$ cat src/rtl/timer_regs.sv
// -----------------------------------------------------------------------------
// timer_regs -- Game Boy timer peripheral (DIV / TIMA / TMA / TAC)
//
// Bus responder on the CPU system bus. It exposes four byte registers starting
// at BASE_ADDR:
//   +0 DIV  : upper byte of a free-running 16-bit divider; any write clears it
//   +1 TIMA : timer counter, incremented on falling edges of the selected tick
//   +2 TMA  : reload value loaded into TIMA after an overflow
//   +3 TAC  : {enable, clock select[1:0]}; upper five bits read back as 1
//
// When TIMA overflows it reads 0x00 for RELOAD_DELAY clocks. On the last clock
// of that window it is loaded from TMA and irq pulses for exactly one clock.
//
// Ports:
//   clk         in   1  system clock (4 MHz T-cycle rate)
//   reset       in   1  synchronous, active-high reset
//   t_cycle     in   2  CPU T-cycle phase; writes commit on the edge with t_cycle==3
//   mem_addr    in  16  CPU bus address
//   mem_enable  in   1  CPU bus access enable
//   mem_write   in   1  CPU bus write enable
//   mem_wdata   in   8  CPU write data
//   rdata       out  8  combinational read data, 8'hFF when not read-selected
//   selected    out  1  combinational, address hits BASE_ADDR..BASE_ADDR+3
//   irq         out  1  registered timer interrupt request, one-clock pulse
//   div_count   out 16  live divider value (only with TIMER_DIV_OUT_EN)
//
// Build option:
//   TIMER_DIV_OUT_EN  when defined, adds the div_count output so the APU frame
//                     sequencer and serial clock can share this divider.
// -----------------------------------------------------------------------------
module timer_regs #(
   parameter logic [15:0] BASE_ADDR    = 16'hFF04,
   parameter int unsigned RELOAD_DELAY = 4
) (
   input  logic        clk,
   input  logic        reset,
   input  logic [1:0]  t_cycle,
   input  logic [15:0] mem_addr,
   input  logic        mem_enable,
   input  logic        mem_write,
   input  logic [7:0]  mem_wdata,
   output logic [7:0]  rdata,
   output logic        selected,
   output logic        irq
`ifdef TIMER_DIV_OUT_EN
   ,
   output logic [15:0] div_count
`endif
);

   // ---------------------------------------------------------------------------
   // Local types and constants
   // ---------------------------------------------------------------------------
   typedef enum logic [1:0] {
      REG_DIV  = 2'd0,
      REG_TIMA = 2'd1,
      REG_TMA  = 2'd2,
      REG_TAC  = 2'd3
   } reg_sel_e;

   localparam int unsigned         CNT_W       = $clog2(RELOAD_DELAY + 1);
   localparam logic [CNT_W-1:0]    RELOAD_INIT = CNT_W'(RELOAD_DELAY);
   localparam logic [CNT_W-1:0]    CNT_ONE     = CNT_W'(1);

   // Tick source: enable bit gated with one divider bit chosen by TAC[1:0].
   function automatic logic tick_of(input logic [15:0] div, input logic [2:0] tac);
      logic div_bit;
      case (tac[1:0])
         2'b00:   div_bit = div[9];   // 4096 Hz
         2'b01:   div_bit = div[3];   // 262144 Hz
         2'b10:   div_bit = div[5];   // 65536 Hz
         default: div_bit = div[7];   // 16384 Hz
      endcase
      return tac[2] & div_bit;
   endfunction

   // ---------------------------------------------------------------------------
   // State
   // ---------------------------------------------------------------------------
   logic [15:0]      div_q,        div_d;
   logic [7:0]       tima_q,       tima_d;
   logic [7:0]       tma_q,        tma_d;
   logic [2:0]       tac_q,        tac_d;
   logic [CNT_W-1:0] reload_cnt_q, reload_cnt_d;
   logic             prev_tick_q,  tick;
   logic             irq_q,        irq_d;
   logic             tick_fall;

   // ---------------------------------------------------------------------------
   // Address decode and write strobes
   // ---------------------------------------------------------------------------
   logic [15:0] addr_offset;
   reg_sel_e    reg_sel;
   logic        wr;
   logic        wr_div, wr_tima, wr_tma, wr_tac;

   // Subtracting the base lets one compare cover the whole 4-byte window,
   // including addresses below BASE_ADDR which wrap to large offsets.
   assign addr_offset = mem_addr - BASE_ADDR;
   assign selected    = mem_enable & (addr_offset[15:2] == 14'd0);
   assign reg_sel     = reg_sel_e'(addr_offset[1:0]);

   assign wr      = selected & mem_write & (t_cycle == 2'd3);
   assign wr_div  = wr & (reg_sel == REG_DIV);
   assign wr_tima = wr & (reg_sel == REG_TIMA);
   assign wr_tma  = wr & (reg_sel == REG_TMA);
   assign wr_tac  = wr & (reg_sel == REG_TAC);

   // ---------------------------------------------------------------------------
   // Read mux
   // ---------------------------------------------------------------------------
   always_comb begin
      rdata = 8'hFF;
      if (selected && !mem_write) begin
         case (reg_sel)
            REG_DIV:  rdata = div_q[15:8];
            REG_TIMA: rdata = tima_q;
            REG_TMA:  rdata = tma_q;
            default:  rdata = {5'b11111, tac_q};
         endcase
      end
   end

   // ---------------------------------------------------------------------------
   // Next-state logic
   // ---------------------------------------------------------------------------
   always_comb begin
      // NOTE: every variable gets a default first so no path leaves it
      // unassigned; that is what keeps this block from inferring latches.
      div_d        = div_q + 16'd1;
      tac_d        = tac_q;
      tma_d        = tma_q;
      tima_d       = tima_q;
      reload_cnt_d = reload_cnt_q;
      irq_d        = 1'b0;

      if (wr_div) div_d = 16'h0000;
      if (wr_tac) tac_d = mem_wdata[2:0];
      if (wr_tma) tma_d = mem_wdata;

      // The edge is taken on the post-update divider and TAC, so clearing DIV
      // or reprogramming TAC while the tick is high looks like a real edge.
      tick      = tick_of(div_d, tac_d);
      tick_fall = prev_tick_q & ~tick;

      if (reload_cnt_q != '0) begin
         // Overflow window: TIMA holds 0x00 and tick edges are swallowed.
         reload_cnt_d = reload_cnt_q - CNT_ONE;
         if (reload_cnt_q == CNT_ONE) begin
            // Reload clock: TMA (including a same-clock TMA write) beats any
            // TIMA write.
            tima_d = tma_d;
            irq_d  = 1'b1;
         end else if (wr_tima) begin
            // Early CPU write aborts the pending reload and its interrupt.
            tima_d       = mem_wdata;
            reload_cnt_d = '0;
         end
      end else if (wr_tima) begin
         // A CPU write takes priority over a coincident increment.
         tima_d = mem_wdata;
      end else if (tick_fall) begin
         if (tima_q == 8'hFF) begin
            tima_d       = 8'h00;
            reload_cnt_d = RELOAD_INIT;
         end else begin
            tima_d = tima_q + 8'd1;
         end
      end
   end

   // ---------------------------------------------------------------------------
   // Registers
   // ---------------------------------------------------------------------------
   always_ff @(posedge clk) begin
      // NOTE: non-blocking assignments make every register sample the values
      // from before this edge, independent of statement order.
      if (reset) begin
         div_q        <= 16'h0000;
         tima_q       <= 8'h00;
         tma_q        <= 8'h00;
         tac_q        <= 3'b000;
         reload_cnt_q <= '0;
         prev_tick_q  <= 1'b0;
         irq_q        <= 1'b0;
      end else begin
         div_q        <= div_d;
         tima_q       <= tima_d;
         tma_q        <= tma_d;
         tac_q        <= tac_d;
         reload_cnt_q <= reload_cnt_d;
         prev_tick_q  <= tick;
         irq_q        <= irq_d;
      end
   end

   assign irq = irq_q;

`ifdef TIMER_DIV_OUT_EN
   assign div_count = div_q;
`endif

endmodule

$ cat config.mk
export PLATFORM = sky130hd
export DESIGN_NAME = timer_regs
export DESIGN_NICKNAME = d
export VERILOG_FILES = /design/src/rtl/timer_regs.sv
export SDC_FILE = /design/constraint.sdc
export NUM_CORES = 1
export LEC_CHECK = 0
export ABC_AREA = 0
export BUFFER_PORTS_ARGS = -buffer_cell sky130_fd_sc_hd__buf_2
export CORE_UTILIZATION = 30
export DETAILED_ROUTE_END_ITERATION = 6
export GPL_TIMING_DRIVEN = 0
export PLACE_DENSITY = 0.45
export SLEW_MARGIN = 20
export SYNTH_ARGS = -nofsm -noshare
export SYNTH_HDL_FRONTEND = slang
export SYNTH_SLANG_ARGS = --single-unit
$ cat constraint.sdc
create_clock -name clk -period 4.1 [get_ports clk]
set_input_delay 0.205 -clock clk [delete_from_list [all_inputs] [get_ports clk]]
set_output_delay 0.205 -clock clk [all_outputs]
set_load 0.05 [all_outputs]
== Word-level counts from Yosys, hierarchy flattened ==
Cells that the tools add are included.

* Output and inout port bits: 10
* Register bits after elaboration: 40

* Reduce and logical (&&, ||, !) cells: 13
* Bitwise gates (word level): 11
* Muxes and demuxes: 19
* $add $sub $neg: 4
* Equality and inequality tests: 10

{| class="wikitable"
|+ Operators with widths
! operator !! count
|-
| 8-bit two-way mux || 8
|-
| 8-bit case mux with 3 select lines || 1
|-
| 3-bit two-way mux || 7
|-
| 16-bit by 1-bit adder with 16-bit output (second input constant) || 1
|-
| 16-bit subtractor (second input constant) || 1
|-
| 14-bit zero test || 1
|-
| 10-bit two-way mux || 1
|-
| 1-bit AND || 9
|-
| 8-bit by 1-bit adder with 8-bit output (second input constant) || 1
|-
| 2-bit == test (second input constant) || 4
|-
| 8-bit == test (second input constant) || 1
|-
| 3-bit nonzero test || 2
|-
| 2-bit by 1-bit == test with 1-bit output (second input constant) || 2
|-
| 2-bit zero test || 2
|-
| 2-bit nonzero test || 2
|-
| 2-bit OR reduction || 2
|-
| 3-bit by 1-bit == test with 1-bit output (second input constant) || 1
|-
| 3-bit by 2-bit inequality test with 1-bit output (second input constant) || 1
|-
| 1-bit case mux with 3 select lines || 1
|-
| 3-bit AND reduction || 1
|-
| 3-bit by 1-bit subtractor with 3-bit output (second input constant) || 1
|-
| 2-bit by 1-bit inequality test with 1-bit output (second input constant) || 1
|-
| 1-bit NOT || 2
|-
| 2-bit AND reduction || 1
|-
| 3 further kinds || 3
|}

== Depth between registers and ports, before layout ==
Gate-level depths: netlist (run 1).

* Word-level depth: 15
* Depth in mapped cells: 11
* Mapped depth without buffers: 9

== Worst setup path after synthesis (run 1) ==
Ideal clock, no wire load.

* Path kind: in2reg
* Start point: in mem_addr[5]
* End point: reg tima_q[0]
* Data required time: 3.975 ns
* Setup slack: 0.978 ns
* Arrival: 2.997 ns
* Cell stages on the path: 10
* Buffers on the path: 1
* Cell sequence: or4b_1 or4_4 inv_1 nand4_1 a21bo_2 a31oi_1 a22oi_2 a311o_1 buf_6 mux2i_1

* Word-level cells in the longest chain between the ends: 14
* Elaborated cells between the ends (all ways): 25
* Those cells by class: add/sub (1); eq/ne (3); mux (7); bitwise (10); reduce/logical (4)

{| class="wikitable"
|+ Ends and longest elaborated chain
! what !! line !! source
|-
| start: declaration || 38 || <nowiki>input logic [15:0] mem_addr,</nowiki>
|-
| 16-bit subtractor * || 99 || <nowiki>assign addr_offset = mem_addr - BASE_ADDR;</nowiki>
|-
| 14-bit zero test * || 100 || <nowiki>assign selected = mem_enable & (addr_offset[15:2] == 14'd0);</nowiki>
|-
| 1-bit AND * || 100 ||
|-
| net selected || 43 || <nowiki>output logic selected,</nowiki>
|-
| 1-bit AND * (2 in a row) || 103 || <nowiki>assign wr = selected & mem_write & (t_cycle == 2'd3);</nowiki>
|-
| 1-bit AND || 107 || <nowiki>assign wr_tac = wr & (reg_sel == REG_TAC);</nowiki>
|-
| 3-bit two-way mux || 138 || <nowiki>if (wr_tac) tac_d = mem_wdata[2:0];</nowiki>
|-
| 2-bit == test (tied with other cells) || 68 || <nowiki>case (tac[1:0])</nowiki>
|-
| 1-bit case mux with 3 select lines || 68 ||
|-
| 1-bit AND || 74 || <nowiki>return tac[2] & div_bit;</nowiki>
|-
| 1-bit NOT || 144 || <nowiki>tick_fall = prev_tick_q & ~tick;</nowiki>
|-
| 1-bit AND || 144 ||
|-
| 3-bit nonzero test (no source line) || - ||
|-
| 2-bit AND reduction (no source line) || - ||
|-
| end signal: assignment || 188 || <nowiki>tima_q <= tima_d;</nowiki>
|-
| end: declaration || 81 || <nowiki>logic [7:0] tima_q, tima_d;</nowiki>
|}

Mark *: on every way through the listed nets, which the timed path passes. The rest lies on a longest branch.
A chain may end at the register's enable or synchronous reset.

== Final worst setup path (run 1) ==
* Start point: in mem_addr[5]
* End point: reg tima_q[7]

* Word-level cells in the longest chain between the ends: 14
* Elaborated cells between the ends (all ways): 25
* Those cells by class: add/sub (1); eq/ne (3); mux (7); bitwise (10); reduce/logical (4)

{| class="wikitable"
|+ Ends and longest elaborated chain
! what !! line
|-
| 16-bit subtractor * || 99
|-
| 14-bit zero test * || 100
|-
| 1-bit AND * || 100
|-
| 1-bit AND * (2 in a row) || 103
|-
| 1-bit AND || 107
|-
| 3-bit two-way mux || 138
|-
| 2-bit == test (tied with other cells) || 68
|-
| 1-bit case mux with 3 select lines || 68
|-
| 1-bit AND || 74
|-
| 1-bit NOT || 144
|-
| 1-bit AND || 144
|-
| 3-bit nonzero test (no source line) || -
|-
| 2-bit AND reduction (no source line) || -
|}

Every way passes the cells marked *; elsewhere a longest branch is shown, timed or not.

==> metrics.md, run 1 <==
| Metric | Value |
|---|---|
| Average wire per standard cell | `14.50 um` |
| Area share of the largest cell type after synthesis | `33.70%` |
| Leading cell types by total area after synthesis | `sky130_fd_sc_hd__dfxtp_1, sky130_fd_sc_hd__mux2i_1, sky130_fd_sc_hd__nor2_1` |
| Worst ir drop on vdd | `0.0001298 V` |
| Buffer count from post-CTS setup fixing | `0` |
| Dominant combinational cell family by area after synthesis | `simple AND/OR/NAND/NOR gates` |
| Site Rows | `32` |
| Top-Level Pins | `40` |
| PostCTS Resize Cnt | `0` |
| Core box area | `7687 um2` |
| Count of different cell masters after synthesis | `56` |
| Cell Area, Synth | `2376 um2` |
| Number of cells on the worst reg-to-reg path | `10` |
| Post-Synth Simple-Gate Area | `24.22%` |
| Number of buffers on the longest clock path | `2` |
| Combined area of the multi-input logic cells | `1479 um2` |
| TritonCTS clock tree | `built` |
| Area of the die | `8280 um2` |
| Number of max-cap violations | `0` |
| Number of buffers and inverters on the critical path | `4` |
| Setup repair after global routing missed its margin | `false` |
| Count of pins over their slew limit | `0` |
| Largest clock skew in the final design | `0.008925 ns` |
| Placed wire-length estimate after detailed placement | `4.649 mm` |
| Net Count, Synth | `307` |
| Outcome | `complete, no violations` |
| Startpoint type of the worst setup path | `input pin` |
| Antenna violation net count after detailed routing | `0` |
| Worst-path maximum fanout | `10` |
| Layer with the highest usage | `met2` |
| Compound-gate portion of the synthesized area | `14.96%` |
| Share of synthesized registers carrying an async set or reset | `0%` |
| Crit path cell chain | `buf_2 > or4b_1 > or4_4 > buf_6 > nor4b_1 > buf_2 > nand2b_1 > buf_4 > o21ai_1 > o21ai_0 > nand2_1 > mux2i_1` |
| Logic depth of the worst path, buffers included | `12` |
| Cell area after placement | `2699 um2` |
| Number of antenna violations at the first check in global routing | `0` |
| Launching element of the worst setup path | `mem_addr[5]` |
| Setup CP Type | `in2reg` |
| Drt drc | `0` |
| Share of cells above drive strength 1 | `22.57%` |
| Fraction of synthesized area in multiplexers | `13.22%` |
| Count of inserted antenna diode cells | `0` |
| Worst hold path endpoint | `tac_q[2]` |
| Root buf cell | `sky130_fd_sc_hd__clkbuf_8` |
| Worst r2r src | `div_q[2]` |
| Upper clock frequency limit | `342.4 MHz` |
| Slowest library cell on the worst path | `sky130_fd_sc_hd__or4_4` |
| Number of vias after detailed routing | `2024` |
| Min-Delay Path Class | `in2reg` |
| CTS Hold Bufs | `0` |
| Iteration count of the initial detailed-routing pass | `4` |
| Count of mapped cells out of synthesis | `272` |
| Commonest cells post-synth | `sky130_fd_sc_hd__dfxtp_1, sky130_fd_sc_hd__nor2_1, sky130_fd_sc_hd__nand2_1, sky130_fd_sc_hd__mux2i_1, sky130_fd_sc_hd__nand3_1` |
| Insertion delay to the later sink of the worst-skew pair | `0.29 ns` |
| Start point of the worst hold path | `reset` |
| R2R Setup Slk | `1.74 ns` |
| CTS sink count | `40` |
| Top Family by Delay on Critical Path | `simple AND/OR/NAND/NOR gates` |
| Critical Path AT | `3.15 ns` |
| Overall fraction of global-route tracks in use | `15.61%` |
| Post-synth EDFFs | `0` |
| FF-to-FF End | `tima_q[2]` |
| Accumulated negative setup slack | `0 ns` |
| Synth-to-Final Area Change | `17.75%` |
| Transition time at the pin with the least slew margin | `0.6862 ns` |
| Count leader, synth | `sky130_fd_sc_hd__dfxtp_1` |
| Count of fill cells added during filler insertion | `833` |
| First DRT Iteration DRCs | `69` |
| Hold Slack | `0.1242 ns` |
| Share of the clock period used by the worst path after layout | `71.23%` |
| Post-synthesis register bit count | `40` |
| Top cell by count, worst path | `sky130_fd_sc_hd__buf_2` |
| Data required time of the critical path | `4.33 ns` |
| Number of levels in the clock H-tree | `2` |
| Global-route track usage on met2 | `24.12%` |
| Clock transition at the registers of the reported paths | `0.08 ns` |
| Starting density of the core | `30.91%` |
| Synthesized area divided by synthesized cell count | `8.735 um2` |
| Post-synthesis sequential area ratio | `33.70%` |
| Leftover overflow at the end of global routing | `0` |
| Horizontal die dimension | `91.00 um` |
| Global-route wire length before repair | `10.09 mm` |
| DR vias/cell | `4.808` |
| Yosys warnings | `0` |
| Post-Synth XOR/XNOR Area | `7.004%` |
| Total non-filler cell area in the finished layout | `2798 um2` |
| Final hold violation count | `0` |
| Sequential cell area | `800.8 um2` |
| Die span in y | `91.00 um` |
| Vias in the first global route | `1917` |
| Total Wirelength | `6.104 mm` |
| Routability congestion estimate | `0.7831` |
| Quantity of I/O buffers inserted on ports | `39` |
| Clock buffer count from CTS | `5` |
| Global-route met1 utilization | `22.57%` |
| GR met3 Demand/Resource | `2.680%` |
| Setup crit end kind | `flop` |
| Total leakage power | `0.001051 uW` |
| Total power density per cell area | `371.0 nW/um2` |
| Share of synthesized cell area in full adder, half adder and majority cells | `2.633%` |
| Worst slew margin relative to its limit | `53.97%` |
| Final setup violating endpoints | `0` |
| Dominant synthesized flop cell | `sky130_fd_sc_hd__dfxtp_1` |
| NumNets Final | `353` |
| Biggest area consumer among synthesized cells | `sky130_fd_sc_hd__dfxtp_1` |
| WHS Path Cells | `2` |
| Crit path time final | `2.921 ns` |
| Largest net degree at the start of global routing | `13` |
| Delay contributed by the slowest stage of the critical path | `0.55 ns` |
| Post-layout util | `36.39%` |
routing by layer:
metal	up-vias	routed length, um
li1	1065	-
met1	932	3195
met2	23	2708
met3	4	164
met4	0	35
met5	-	0
flip-flops by register name (all words and copies together) (netlist names):
signal	count
prev_tick_q	1
div_q	16
tima_q	8
irq	1
tac_q	3
reload_cnt_q	3
tma_q	8
report_power, final:
part / internal (uW) / total, uW / switching [uW]
clock network: 137 / 279 / 142
registers: 417 / 449 / 31.6
logic: 133 / 310 / 177
final cells by class:
class,count,share of cell area [%]
buffer,11,2.415
inverter,9,1.208
clock inverter,1,0.2683
timing repair buffer,39,6.977
multi-input combinational,212,52.86
tap,102,4.562
clock buffer,7,3.086
sequential,40,28.62
cells in the final DEF (no fill, tap or decap), types with 2 or more instances in the layout:
cell / count
sky130_fd_sc_hd__a31oi_1: 2
sky130_fd_sc_hd__mux2_2: 5
sky130_fd_sc_hd__o221ai_1: 6
sky130_fd_sc_hd__mux4_2: 3
sky130_fd_sc_hd__inv_1: 9
sky130_fd_sc_hd__xor2_1: 13
sky130_fd_sc_hd__and3_1: 5
sky130_fd_sc_hd__nand3_1: 14
sky130_fd_sc_hd__mux2i_1: 19
sky130_fd_sc_hd__o21ai_0: 3
sky130_fd_sc_hd__a21oi_1: 9
sky130_fd_sc_hd__and2b_1: 2
sky130_fd_sc_hd__o22ai_1: 6
sky130_fd_sc_hd__buf_6: 2
sky130_fd_sc_hd__nand2b_1: 5
sky130_fd_sc_hd__or3_2: 4
sky130_fd_sc_hd__clkbuf_8: 6
sky130_fd_sc_hd__a21boi_0: 3
sky130_fd_sc_hd__o211ai_1: 2
sky130_fd_sc_hd__buf_2: 40
sky130_fd_sc_hd__ha_1: 5
sky130_fd_sc_hd__nor2_1: 37
sky130_fd_sc_hd__xnor2_1: 6
sky130_fd_sc_hd__dfxtp_1: 40
sky130_fd_sc_hd__and4_1: 2
sky130_fd_sc_hd__nand2_1: 30
sky130_fd_sc_hd__clkbuf_1: 6
sky130_fd_sc_hd__nand4_1: 4
logic make-up (layout without fill, tap and decap cells):
logic type	after synthesis	after routing
buf+inv	20	67
simple gates	115	115
flops	40	40
compound gates	46	46
fa+ha+maj	5	5
xor+xnor	19	19
mux	27	27
worst max path at each step:
stage,end,slack (ns)
floorplan,tima_q[0],0.98
global placement,tima_q[7],0.84
detailed placement,tima_q[7],0.85
CTS,tima_q[7],1.16
global route,tima_q[7],0.89
finish,tima_q[7],1.18
per-stage QoR:
stage	std cells	total power, uW	setup WS [ns]
2_1_floorplan	272	677.8	0.9777
3_3_place_gp	413	768.8	0.8397
3_5_place_dp	413	765.2	0.8507
4_1_cts	421	1053	1.162
5_1_grt	421	1113	0.8870
6_report	421	1038	1.179
Note: power is estimated with default switching activity, not from simulation.
==> run 2: changes to the inputs <==
==> constraint.sdc (replaced) <==
create_clock -name clk -period 2.9 [get_ports clk]
set_input_delay 0.145 -clock clk [delete_from_list [all_inputs] [get_ports clk]]
set_output_delay 0.145 -clock clk [all_outputs]
set_load 0.05 [all_outputs]
==> run 2 against run 1 <==
Effect of this change: first-iteration DRC count up 48%; clock skew up 0.0012 ns; via count up 2.1%; power up 42%; hold slack worse by 0.076 ns; core utilization up 0.33 points; clock-buffer cell count unchanged; wire length up 2.8%; sequential power up 42%; critical path type unchanged.
==> metrics.md, run 2 (same netlist as run 1, synthesis figures left out) <==
| Metric | Value |
|---|---|
| NumNets Final | `354 (+0.28%)` |
| Transition time at the pin with the least slew margin | `0.9640 ns (+0.2778 ns)` |
| TritonCTS clock tree | `built` |
| Count of fill cells added during filler insertion | `828 (-0.60%)` |
| Critical Path AT | `2.97 ns (-0.18 ns)` |
| Crit path time final | `2.779 ns` |
| WHS Path Cells | `2 (unchanged)` |
| Vias in the first global route | `2034 (+6.1%)` |
| Leftover overflow at the end of global routing | `0 (unchanged)` |
| Hold Slack | `0.04800 ns (-0.07622 ns)` |
| First DRT Iteration DRCs | `102 (+48%)` |
| Most common library cell in the layout ignoring fill and taps | `sky130_fd_sc_hd__dfxtp_1` |
| Combined area of the multi-input logic cells | `1490 um2 (+0.76%)` |
| Min-Delay Path Class | `in2reg` |
| Area of the die | `8280 um2 (unchanged)` |
| Quantity of I/O buffers inserted on ports | `39 (unchanged)` |
| Worst ir drop on vdd | `0.0002228 V (+72%)` |
| Number of vias after detailed routing | `2067 (+2.1%)` |
| Final hold violation count | `0 (unchanged)` |
| Share of the clock period used by the worst path after layout | `95.83%` |
| Setup CP Type | `in2reg` |
| Die span in y | `91.00 um (unchanged)` |
| Number of levels in the clock H-tree | `2 (unchanged)` |
| Largest net degree at the start of global routing | `13 (unchanged)` |
| Routability congestion estimate | `0.7558 (-3.5%)` |
| Total leakage power | `0.001041 uW (-1.0%)` |
| Upper clock frequency limit | `359.8 MHz` |
| Overall fraction of global-route tracks in use | `16.10% (+0.49 points)` |
| Total non-filler cell area in the finished layout | `2823 um2 (+0.89%)` |
| Worst-path maximum fanout | `10 (unchanged)` |
| Drt drc | `0 (unchanged)` |
| Highest-count cells in the layout ignoring fill and taps | `sky130_fd_sc_hd__dfxtp_1, sky130_fd_sc_hd__buf_2, sky130_fd_sc_hd__nor2_1` |
| Data required time of the critical path | `3.09 ns (-1.24 ns)` |
| Clock transition at the registers of the reported paths | `0.08 ns (about the same)` |
| Number of antenna violations at the first check in global routing | `0 (unchanged)` |
| Average wire per standard cell | `14.87 um (+2.6%)` |
| Total power density per cell area | `523.6 nW/um2 (+41%)` |
| Starting density of the core | `30.91% (unchanged)` |
| Insertion delay to the later sink of the worst-skew pair | `0.30 ns (about the same)` |
| Worst r2r src | `div_q[2]` |
| Clock buffer count from CTS | `5 (unchanged)` |
| Largest clock skew in the final design | `0.01009 ns (+0.001161 ns)` |
| DR vias/cell | `4.898 (+1.9%)` |
| Core box area | `7687 um2 (unchanged)` |
| Cell area after placement | `2703 um2 (+0.14%)` |
| CTS sink count | `40 (unchanged)` |
| R2R Setup Slk | `0.54 ns (-1.20 ns)` |
| Startpoint type of the worst setup path | `input pin` |
| Setup crit end kind | `flop` |
| Horizontal die dimension | `91.00 um (unchanged)` |
| Number of max-cap violations | `0 (unchanged)` |
| FF-to-FF End | `tima_q[2]` |
| Site Rows | `32 (unchanged)` |
| Outcome | `complete, no violations` |
| Number of cells on the worst reg-to-reg path | `10 (unchanged)` |
| Sequential cell area | `800.8 um2 (unchanged)` |
| Placed wire-length estimate after detailed placement | `4.696 mm (+1.0%)` |
| Flip-flop count of the largest register, all copies and words added | `16 (unchanged)` |
| Root buf cell | `sky130_fd_sc_hd__clkbuf_8` |
| Accumulated negative setup slack | `0 ns (unchanged)` |
| Final setup violating endpoints | `0 (unchanged)` |
| Worst slew margin relative to its limit | `35.18% (-19 points)` |
| Setup repair after global routing missed its margin | `false` |
| Count of inserted antenna diode cells | `0 (unchanged)` |
| Top-Level Pins | `40 (unchanged)` |
| Global-route wire length before repair | `10.36 mm (+2.7%)` |
| Share of cells above drive strength 1 | `24.06% (+1.5 points)` |
| Antenna violation net count after detailed routing | `0 (unchanged)` |
| Number of buffers on the longest clock path | `2 (unchanged)` |
| Total Wirelength | `6.276 mm (+2.8%)` |
| Termination of the worst setup path | `tima_q[2]` |
| Reg with most FFs | `div_q` |
| Count of pins over their slew limit | `0 (unchanged)` |
| Leading registers by flop count | `div_q (16), tima_q (8), tma_q (8)` |
| Synth-to-Final Area Change | `18.80%` |
| Iteration count of the initial detailed-routing pass | `4 (unchanged)` |
| Launching element of the worst setup path | `mem_addr[5]` |
[run 2: cell types whose count changed in the layout (fill, tap and decap cells not counted), sizes merged]
cell	before	now
buf	44	45
clkinvlp	1	2
inv	9	8
[run 2: worst min-delay path by stage]
stage | from | to | slack (ns)
6_report | reset | tac_q[2] | 0.05
2_1_floorplan | reset | tac_q[2] | 0.23
4_1_cts | reset | tac_q[2] | 0.04
5_1_grt | reset | tac_q[2] | 0.05
3_5_place_dp | reset | tac_q[2] | 0.36
3_3_place_gp | reset | tac_q[2] | 0.37
[run 2: critical path, stage by stage]
cell and delay [ns]:
sky130_fd_sc_hd__buf_2 0.09, sky130_fd_sc_hd__or4b_1 0.52, sky130_fd_sc_hd__or4_4 0.57, sky130_fd_sc_hd__buf_6 0.17
sky130_fd_sc_hd__o31ai_4 0.24, sky130_fd_sc_hd__and2_4 0.22, sky130_fd_sc_hd__mux2i_2 0.24, sky130_fd_sc_hd__a22oi_2 0.11
sky130_fd_sc_hd__a311o_1 0.37, sky130_fd_sc_hd__buf_6 0.16, sky130_fd_sc_hd__mux2i_1 0.12
[run 2: per-layer routing]
layer	wire [um]	track usage, %	up-vias
li1	-	-	1068
met1	3141	22.95	946
met2	2739	23.93	43
met3	272	2.848	10
met4	123	6.349	0
met5	0	0	-
[run 2: through the flow]
step | power [uW] | setup slack [ns] | utilization, % | instances
floorplan | 958.2 | 0.01857 | - | 272
global placement | 1087 | -0.3439 | 35.16 | 413
detailed placement | 1082 | -0.3164 | 35.16 | 413
CTS | 1489 | 0.001352 | 36.38 | 421
global route | 1571 | 0.008822 | 36.72 | 422
finish | 1478 | 0.1208 | 36.72 | 422
[run 2: repair_timing]
action	4_1_cts	5_1_grt
hold buffers	0	0
endpoints found under the setup margin	0	8
buffers inserted	0	1
gates resized for setup	0	6
[run 2: cell type report]
class                      count  area share (%)
multi-input combinational    212           52.79
sequential                    40           28.37
timing repair buffer          40           7.181
tap                          102           4.521
clock buffer                   7           3.059
buffer                        11           2.482
inverter                       9           1.330
clock inverter                 1          0.2660
[run 2: report_power, final]
group | switching (uW) | internal [uW]
Clock | 206 | 194
Combinational | 250 | 192
Sequential | 45.8 | 590
Total | 502 | 976
==> run 3: changes to the inputs <==
--- a/config.mk
+++ b/config.mk
@@ -7,10 +7,11 @@
 export LEC_CHECK = 0
 export ABC_AREA = 0
 export BUFFER_PORTS_ARGS = -buffer_cell sky130_fd_sc_hd__buf_2
-export CORE_UTILIZATION = 30
+export CORE_UTILIZATION = 35
 export DETAILED_ROUTE_END_ITERATION = 6
 export GPL_TIMING_DRIVEN = 0
-export PLACE_DENSITY = 0.45
+export PLACE_DENSITY = 0.51
+export SETUP_SLACK_MARGIN = 0.02
 export SLEW_MARGIN = 20
 export SYNTH_ARGS = -nofsm -noshare
 export SYNTH_HDL_FRONTEND = slang
==> run 3 against run 2 <==
Effect of this change: the flow now finishes with violations (DRC); clock-buffer cell count shrank 2; hold slack gained 0.0054 ns; worst setup slack worse by 0.012 ns; core utilization increased by 6.6 points; combinational power shrank 0.9%; wire length is 4.1% lower; cell count shrank 5.9%; clock power fell by 8.5%.
==> metrics.md, run 3 (same netlist as run 1, synthesis figures left out) <==
| Metric | Value |
|---|---|
| Total leakage power | `0.001043 uW (+0.24%)` |
| Reg with most FFs | `div_q` |
| Delay contributed by the slowest stage of the critical path | `0.57 ns (about the same)` |
| Final setup violating endpoints | `0 (unchanged)` |
| Accumulated negative setup slack | `0 ns (unchanged)` |
| Top cell by count, worst path | `sky130_fd_sc_hd__buf_6` |
| Leftover overflow at the end of global routing | `0 (unchanged)` |
| Setup repair after global routing missed its margin | `false` |
| Transition time at the pin with the least slew margin | `0.9706 ns (+0.006549 ns)` |
| Worst-path maximum fanout | `10 (unchanged)` |
| Setup crit end kind | `flop` |
| DR vias/cell | `5.222 (+6.6%)` |
| Number of antenna violations at the first check in global routing | `0 (unchanged)` |
| Site Rows | `29 (-9.4%)` |
| Antenna violation net count after detailed routing | `0 (unchanged)` |
| Iteration count of the initial detailed-routing pass | `6 (+2)` |
| Layer with the highest usage | `met2` |
| NumNets Final | `355 (+0.28%)` |
| Post-Place Worst Slack | `-0.3164 ns (-0.00001000 ns)` |
| Clock transition at the registers of the reported paths | `0.08 ns (about the same)` |
| R2R Setup Slk | `0.51 ns (-0.03 ns)` |
| Critical Path AT | `2.97 ns (about the same)` |
| Routability congestion estimate | `0.7808 (+3.3%)` |
| Top Family by Delay on Critical Path | `simple AND/OR/NAND/NOR gates` |
| Horizontal die dimension | `84.40 um (-7.3%)` |
| Post-route total power | `1437 uW (-2.7%)` |
| Count of fill cells added during filler insertion | `676 (-18%)` |
| Clock buffer count from CTS | `5 (unchanged)` |
| Startpoint type of the worst setup path | `input pin` |
| First DRT Iteration DRCs | `101 (-0.98%)` |
| Root buf cell | `sky130_fd_sc_hd__clkbuf_8` |
| Worst ir drop on vdd | `0.0002427 V (+8.9%)` |
| Vias in the first global route | `1982 (-2.6%)` |
| Die span in y | `84.40 um (-7.3%)` |
| Count of inserted antenna diode cells | `0 (unchanged)` |
| Upper clock frequency limit | `358.3 MHz (-0.41%)` |
| Starting density of the core | `36.79% (+5.9 points)` |
| Final hold violation count | `0 (unchanged)` |
| Final worst setup slack | `0.1093 ns (-0.01151 ns)` |
| Placed wire-length estimate after detailed placement | `4.464 mm (-4.9%)` |
| Insertion delay to the later sink of the worst-skew pair | `0.29 ns (about the same)` |
| Drt drc | `1 (+1)` |
| CTS sink count | `40 (unchanged)` |
| Global-route wire length before repair | `9.901 mm (-4.5%)` |
| Share of cells above drive strength 1 | `24.38% (+0.31 points)` |
| Number of levels in the clock H-tree | `2 (unchanged)` |
| Global-route track usage on met2 | `28.61% (+4.7 points)` |
| Slowest library cell on the worst path | `sky130_fd_sc_hd__or4_4` |
| Core box area | `6459 um2 (-16%)` |
| Average wire per standard cell | `15.16 um (+1.9%)` |
| Quantity of I/O buffers inserted on ports | `39 (unchanged)` |
| Area of the die | `7123 um2 (-14%)` |
| Worst slew margin relative to its limit | `34.74% (-0.44 points)` |
| Count of pins over their slew limit | `0 (unchanged)` |
| Top-Level Pins | `40 (unchanged)` |
| Overall fraction of global-route tracks in use | `17.85% (+1.8 points)` |
| Largest net degree at the start of global routing | `13 (unchanged)` |
| Most common library cell in the layout ignoring fill and taps | `sky130_fd_sc_hd__dfxtp_1` |
| Sequential cell area | `800.8 um2 (unchanged)` |
| Number of buffers on the longest clock path | `2 (unchanged)` |
| Crit path time final | `2.791 ns (+0.01151 ns)` |
| Min-Delay Path Class | `in2reg` |
| GR met3 Demand/Resource | `2.753% (-0.094 points)` |
| Global-route met1 utilization | `24.97% (+2.0 points)` |
| Post-layout util | `43.28% (+6.6 points)` |
| Number of buffers and inverters on the critical path | `3 (unchanged)` |
| Combined area of the multi-input logic cells | `1499 um2 (+0.59%)` |
| TritonCTS clock tree | `built` |
| Leading registers by flop count | `div_q (16), tima_q (8), tma_q (8)` |
| Violations in the final reports | `DRC` |
| Flip-flop count of the largest register, all copies and words added | `16 (unchanged)` |
| Number of max-cap violations | `0 (unchanged)` |
| Synth-to-Final Area Change | `17.64%` |
| Outcome | `finished with violations` |
| Total power density per cell area | `514.2 nW/um2 (-1.8%)` |
| Data required time of the critical path | `3.08 ns (about the same)` |
| Setup CP Type | `in2reg` |
| Share of the clock period used by the worst path after layout | `96.23% (+0.40 points)` |
| Highest-count cells in the layout ignoring fill and taps | `sky130_fd_sc_hd__dfxtp_1, sky130_fd_sc_hd__buf_2, sky130_fd_sc_hd__nor2_1` |
| Total Wirelength | `6.017 mm (-4.1%)` |
| Number of vias after detailed routing | `2073 (+0.29%)` |
| Total non-filler cell area in the finished layout | `2795 um2 (-0.98%)` |
| Cell area after placement | `2671 um2 (-1.2%)` |
| Largest clock skew in the final design | `0.003383 ns (-0.006702 ns)` |
| Crit path cell chain | `buf_2 > or4b_1 > or4_4 > buf_6 > o31ai_4 > and2_4 > mux2i_4 > a22oi_2 > a311o_1 > buf_6 > mux2i_1` |
run 3: cell count changes in the layout (fill, tap and decap cells not counted):
cell and change:
sky130_fd_sc_hd__a21boi_0 -1, sky130_fd_sc_hd__clkinv_2 +1, sky130_fd_sc_hd__a21boi_1 +1, sky130_fd_sc_hd__mux2i_2 -1, sky130_fd_sc_hd__mux2i_4 +1, sky130_fd_sc_hd__buf_4 +1, sky130_fd_sc_hd__clkbuf_8 -1, sky130_fd_sc_hd__clkbuf_1 -1
run 3: final cells by class:
cell class / instances / area share [%]
tap: 77 / 3.447
buffer: 11 / 2.507
clock inverter: 2 / 0.4476
timing repair buffer: 41 / 7.520
clock buffer: 5 / 2.462
sequential: 40 / 28.65
inverter: 9 / 1.343
multi-input combinational: 212 / 53.63
run 3: per-layer routing:
layer | part of all wire, % | wire [um]
met1 | 51 | 3048
met2 | 44 | 2643
met3 | 4.3 | 257
met4 | 1.1 | 69
met5 | 0 | 0
run 3: path summary, 6_finish.rpt:
path	cells after the start	from	to
max	11	mem_addr[5]	tima_q[6]
max reg2reg	10	div_q[2]	tima_q[6]
min reg2reg	1	div_q[0]	div_q[0]
min	2	reset	tac_q[2]
run 3: timing repair:
action                     CTS  global route
pin swaps                    0             2
resized for setup            1             6
setup endpoints to repair    1             8
hold endpoints to repair     0             0
hold buffers                 0             0
buffers inserted             0             2
cloned                       0             0
run 3: worst register-to-register path: cells and delay by family, from the launching register on:
kind / cells / cell delay (ns)
and+or+nand+nor: 3 / 0.46
AOI/OAI and AO/OA: 2 / 0.44
buffers and inverters: 2 / 0.40
DFF: 1 / 0.39
muxes: 2 / 0.32
xor gates and xnor gates: 1 / 0.29
run 3: through the flow:
step	cells	hold slack, ns
after global placement	388	0.3693
after floorplan	272	0.2256
after CTS	395	0.05436
after global routing	397	0.05354
after detailed placement	388	0.3663
final	397	0.05345
run 3: where the power goes:
group,internal (uW),switching [uW],total (uW)
Clock,163,203,366
Sequential,590,42.6,632
Combinational,192,247,439
